--- src/rtl/vic_int_arbiter.sv ---
// vic_int_arbiter: picks one pending interrupt from the collector, presents it to
// the CPU as irq/irq_id, tracks the ack/EOI handshake and returns a one-hot
// clear pulse. The clear is retried while the collector still shows the line
// pending after one edge, which means a new edge arrived with the clear.
// Build option: define VIC_ARB_RR_EN for round-robin selection. When it is
// undefined, the lowest pending index wins.
module vic_int_arbiter #(
  parameter int unsigned INT_NUM = 6,
  parameter int unsigned ID_W    = 3
) (
  input  logic               clk,
  input  logic               rst_x,
  input  logic [INT_NUM-1:0] int_pend,
  input  logic               cpu_ack,
  input  logic               cpu_eoi,
  output logic               irq,
  output logic [ID_W-1:0]    irq_id,
  output logic [INT_NUM-1:0] int_clr,
  output logic               busy
);

  typedef enum logic [2:0] {
    IDLE = 3'd0,
    REQ  = 3'd1,
    SVC  = 3'd2,
    CLR  = 3'd3,
    CHK  = 3'd4
  } state_t;

  state_t             state;
  logic [ID_W-1:0]    win_id;
  logic               pend_cur;
  logic [INT_NUM-1:0] clr_vec;

  // Pending status and one-hot clear for the currently granted line
  always_comb begin
    pend_cur = int_pend[irq_id];
    clr_vec  = INT_NUM'(1) << irq_id;
  end

`ifdef VIC_ARB_RR_EN
  logic [ID_W-1:0] last_id;

  function automatic int wrap_idx(input int base, input int off);
    int s;
    s = base + off;
    return (s >= int'(INT_NUM)) ? s - int'(INT_NUM) : s;
  endfunction

  // Round-robin search starting just after the last fully serviced line
  always_comb begin
    win_id = '0;
    for (int k = int'(INT_NUM); k >= 1; k--) begin
      if (int_pend[wrap_idx(int'(last_id), k)]) begin
        win_id = ID_W'(wrap_idx(int'(last_id), k));
      end
    end
  end

  // Remember the serviced line once its clear has been confirmed
  always_ff @(posedge clk or negedge rst_x) begin
    if (!rst_x) begin
      last_id <= ID_W'(INT_NUM - 1);
    end else if (state == CHK && !pend_cur) begin
      last_id <= irq_id;
    end
  end
`else
  // Fixed priority: lowest pending index wins
  always_comb begin
    win_id = '0;
    for (int i = int'(INT_NUM) - 1; i >= 0; i--) begin
      if (int_pend[i]) begin
        win_id = ID_W'(i);
      end
    end
  end
`endif

  // Grant / handshake / clear FSM with registered outputs
  always_ff @(posedge clk or negedge rst_x) begin
    if (!rst_x) begin
      state   <= IDLE;
      irq     <= 1'b0;
      irq_id  <= '0;
      int_clr <= '0;
      busy    <= 1'b0;
    end else begin
      int_clr <= '0;
      case (state)
        IDLE: begin
          if (|int_pend) begin
            irq_id <= win_id;
            irq    <= 1'b1;
            busy   <= 1'b1;
            state  <= REQ;
          end
        end
        REQ: begin
          if (cpu_ack) begin
            irq   <= 1'b0;
            state <= SVC;
          end else if (!pend_cur) begin
            irq   <= 1'b0;
            busy  <= 1'b0;
            state <= IDLE;
          end
        end
        SVC: begin
          if (cpu_eoi) begin
            int_clr <= clr_vec;
            state   <= CLR;
          end
        end
        CLR: begin
          state <= CHK;
        end
        CHK: begin
          if (pend_cur) begin
            int_clr <= clr_vec;
            state   <= CLR;
          end else begin
            busy  <= 1'b0;
            state <= IDLE;
          end
        end
        default: begin
          irq   <= 1'b0;
          busy  <= 1'b0;
          state <= IDLE;
        end
      endcase
    end
  end

endmodule

--- config.mk ---
export PLATFORM = sky130hd
export DESIGN_NAME = vic_int_arbiter
export DESIGN_NICKNAME = d
export VERILOG_FILES = /design/src/rtl/vic_int_arbiter.sv
export SDC_FILE = /design/constraint.sdc
export NUM_CORES = 1
export LEC_CHECK = 0
export BUFFER_PORTS_ARGS = -buffer_cell sky130_fd_sc_hd__clkbuf_2
export CORE_MARGIN = 4
export CORE_UTILIZATION = 49
export DETAILED_ROUTE_END_ITERATION = 10
export PLACE_DENSITY = 0.76
export RECOVER_POWER = 50
export SYNTH_ARGS = -nofsm -noshare
export SYNTH_HDL_FRONTEND = slang
export SYNTH_SLANG_ARGS = --single-unit
--- constraint.sdc ---
create_clock -name clk -period 2.18 [get_ports clk]
set_clock_uncertainty 0.15 [all_clocks]
set_input_delay 0.327 -clock clk [delete_from_list [all_inputs] [get_ports clk]]
set_output_delay 0.327 -clock clk [all_outputs]
set_load 0.02 [all_outputs]
After elaboration in Yosys (flattened, before gate mapping) --
Index checks and enable logic that the tools add are counted.
Operators by class: magnitude comparators 1, eq/ne operators 8, reduce and logical (&&, ||, !) cells 8, bitwise operators 2, multiplexer cells 24, shifts and indexed selects 1
Operators by type and width (number):
- two-way mux 3 bit | 10
- case mux 3 bit (5 select lines) | 1
- two-way mux 6 bit | 2
- case mux 6 bit (2 select lines) | 1
- AND reduction 3 bit | 3
- == test 3 x 2 -> 1 bit (second input constant) | 2
- two-way mux 1 bit | 6
- inequality test 2 bit (second input constant) | 3
- OR reduction 6 bit | 1
- left shift 1 x 3 -> 6 bit (first input constant) | 1
- less-than comparator 3 x 4 -> 1 bit (second input constant) | 1
- case mux 1 bit (4 select lines) | 1
- binary-select mux 1 bit (select 3 bit) | 1
- == test 3 x 1 -> 1 bit (second input constant) | 1
- == test 3 bit (second input constant) | 1
- zero test 3 bit | 1
- inequality test 3 bit (second input constant) | 1
- case mux 1 bit (3 select lines) | 1
- OR reduction 3 bit | 1
- two-way mux 2 bit | 1
- inverter 1 bit | 2
- AND reduction 2 bit | 1
- OR reduction 2 bit | 1
Word-level totals: register bits 14, input port bits 10, output and inout bits 11, word-level logic and storage cells 49

Longest topological paths before layout --
depth in word-level cells 6, depth in mapped cells 5, gate-level depth less buffers 4

Worst setup path after synthesis --
No wires, ideal clock.
kind reg2reg, start point register irq_id[0], end point register irq, path buffers 1, path slack 0.234 ns, setup time 0.129 ns, arrival time 1.667 ns, data required time 1.901 ns, period minus slack after synthesis 1.946 ns, cell stages (with the launch flop) 6, cell sequence dfrtp_1 -> buf_6 -> mux4_2 -> a22o_1 -> a222oi_1 -> o21ai_1
Between the ends: word-level cells in the longest chain between the ends 4
Ends and longest elaborated chain:
- start: declaration | line 17 | output logic [ID_W-1:0] irq_id,
- start signal: assignment | line 93 | irq_id <= win_id;
- binary-select mux 1 bit (select 3 bit) | line 37 | pend_cur = int_pend[irq_id];
- two-way mux 1 bit (not written as such) | line 37
- inequality test 3 bit (no source line)
- AND reduction 3 bit (no source line)
- end signal: assignment | line 84 | irq <= 1'b0;
- end signal: assignment | line 94 | irq <= 1'b1;
- end signal: assignment | line 101 | irq <= 1'b0;
- end: declaration | line 16 | output logic irq,
Every way passes these cells. The select of a mux whose other input is x is not followed. A chain may end at the register's enable or synchronous reset.

Final worst setup path --
Ends and elaborated chain as after synthesis.

==> impl_metrics.csv <==
group,metric,value,unit
synth,ys_types,30,
die,io_pins,21,
worst_setup_path,end_kind,"register",
routing,via_per_inst,5.819,
worst_setup_path,worstSetupPathType,"register to register",
synth,netlist_top_cells_count,"dfrtp_1 (14), nand2_1 (8), a21oi_1 (7), nor2_1 (7), o21ai_0 (5)",
cts,clock-sinks,14,
sta,finalCritPeriodShare,0.9060,
finish,final_layout_size_suffix_gt1_frac,0.2277,
worst_hold_path,hp-class,"primary input to register",
finish,diodes,0,
sta,slew_headroom,0.5073,
die,start_util,0.5440,
global_routing,grt_max_degree,15,
global_routing,track_usage,0.1646,
synth,yosys-top-cells-area,"dfrtp_1 (47%), a21oi_1 (4.7%), nand2_1 (4.0%), nor2_1 (3.5%), o21ai_0 (3.4%)",
synth,synth_nets,90,
sta,min_period,1.975,ns
worst_setup_path,crit_arrival,1.99,ns
routing,routedWlPerCell,13.10,microns
sta,setup_viol,0,
sta,rsz0062_at_grt,"false",
sta,setup_tns,0,ns
die,placementRows,13,
synth,synth_edf_count,0,
finish,multi_input_area,359.1,sq um
power_and_ir_drop,leakagePower,0.0004147,uW
routing,ant_nets,0,
die,die-area,2204,sq um
synth,synth.avg_cell_area,9.290,sq um
die,core-area,1366,sq um
routing,vias,675,
routing,drtIter0Drc,21,
sta,tightestPinTransition,0.7391,ns
worst_setup_path,rr_worst_depth,4,
synth,yosysSeqAreaShare,0.4714,
worst_hold_path,hold_depth,2,
global_routing,grt-ovfl-total,0,
job,maxCapViolations,0,
status,status,"finished clean",
synth,synth_flop_cell,"dfrtp_1",
finish,nFillCells,128,
synth,yosysMostFrequentCell,"dfrtp_1",
sta,final_hold_viol_count,0,
finish,area_growth,18.35,%
worst_setup_path,cp_max_fo,9,
cts,ctsHoldBuffers,1,
finish,fin_nets,112,
cts,cts_setup_buffers,0,
placement,place.gp.congestion,0.8275,
cts,worst_skew_pair.late_latency,0.28,ns
sta,hold-worst-slack,0.1229,ns
sta,finalMaxSlewViolations,0,
power_and_ir_drop,max-vdd-ir-drop,0.7750,mV
global_routing,grt_pass1_wl,2490,microns
cts,clock-root-buffer,"clkbuf_4",
finish,fin_cells,116,
finish,fin_util,0.6438,
synth,synth_top_cell_by_area,"dfrtp_1",
routing,drt_wl_total,1520,microns
placement,place_inst,111,
cts,cts_tree,"done",
cts,cts_buffers,3,
cts,h-tree-depth,1,
placement,dpl_cell_area,839.6,sq um
synth,synth_top_area_frac,0.4714,
cts,clock_path_buffers,2,
sta,timing.fmax,506.3,MHz
global_routing,first_global_vias,580,
placement,portBuffers,20,
synth,ys_ff_latch,14,
global_routing,busiest_layer,"met2",
die,die_x,46.95,microns
placement,hpwl,1105,microns
die,die_h,46.95,microns
global_routing,antenna_found_initial,0,
routing,drc,0,
worst_setup_path,worstPathRequired,2.20,ns
cts,cts_resized,0,
global_routing,use_met3,0.03065,
power_and_ir_drop,p_per_area,1273,nW/um^2
synth,yosysWarnings,0,
worst_setup_path,startpoint_type,"register",
global_routing,use_met1,0.2071,
global_routing,use_met2,0.2466,
synth,syn_inst,80,
routing,first_pass_iters,4,
synth,async_flop_share,1.000,
cts,clkSlewWorstSetupHoldPaths,0.08,ns
synth,syn_area,743.2,sq um
finish,final-seq-area,350.3,sq um
finish,fin_area,879.6,sq um
==> report_power, final <==
part	internal (uW)	leakage (uW)	switching (uW)
sequential	334	0.000182	128
clock	102	0.0000210	85.5
combinational	198	0.000212	272
==> cells by family after synthesis <==
| logic type | share of synthesized area |
|---|---|
| and+or+nand+nor | 0.2458 |
| DFF | 0.4714 |
| muxes | 0.06060 |
| AOI/OAI and AO/OA | 0.1768 |
| buffers and inverters | 0.04545 |
==> cell type report <==
type,count,share of cell area
multi-input combinational,59,0.4082
sequential,14,0.3983
timing repair buffer,21,0.1181
clock buffer,4,0.04125
tap,15,0.02134
inverter,3,0.01280
==> cells in the final DEF, fill, tap and decap left out, drive strengths merged, types with 3 or more instances in the layout <==
cell     n
a21oi    7
nor3     4
nor2     7
o21ai    6
nand2    8
dfrtp   14
inv      3
clkbuf  24
nor4     3
==> stage by stage <==
stage / total power (uW) / setup slack, ns
final: 1119 / 0.2048
after global placement: 919.2 / 0.2771
after detailed placement: 931.9 / 0.2023
after floorplan: 818.4 / 0.2342
after global routing: 1208 / 0.04789
after CTS: 1120 / 0.1971
==> path summary, 6_finish.rpt <==
| path | startpoint | to | slack, ns |
|---|---|---|---|
| worst max-delay path | irq_id[0] | irq | 0.20 |
| worst min-delay path | int_pend[0] | irq_id[0] | 0.12 |
| worst max register to register | irq_id[0] | irq | 0.20 |
| worst min register to register | irq_id[2] | int_clr[2] | 0.40 |
| max in group asynchronous | rst_x | int_clr[0] | 0.96 |
| min in group asynchronous | rst_x | int_clr[4] | 0.46 |
==> registers in the layout, summed over array words and instances (netlist names) <==
| signal | count |
|---|---|
| busy | 1 |
| int_clr | 6 |
| irq | 1 |
| irq_id | 3 |
| state | 3 |
==> metal layers <==
metal | vias up | part of all wire
met3 | 7 | 0.071
li1 | 339 | -
met5 | - | 0
met4 | 0 | 0.033
met2 | 29 | 0.44
met1 | 300 | 0.45
==> critical path, cell delays in order (launching register included) <==
cell and delay [ns]:
dfrtp_1 0.51, mux4_2 0.58, a22o_1 0.27, a222oi_1 0.26, o21ai_1 0.09
(Power assumes the default switching activity.)
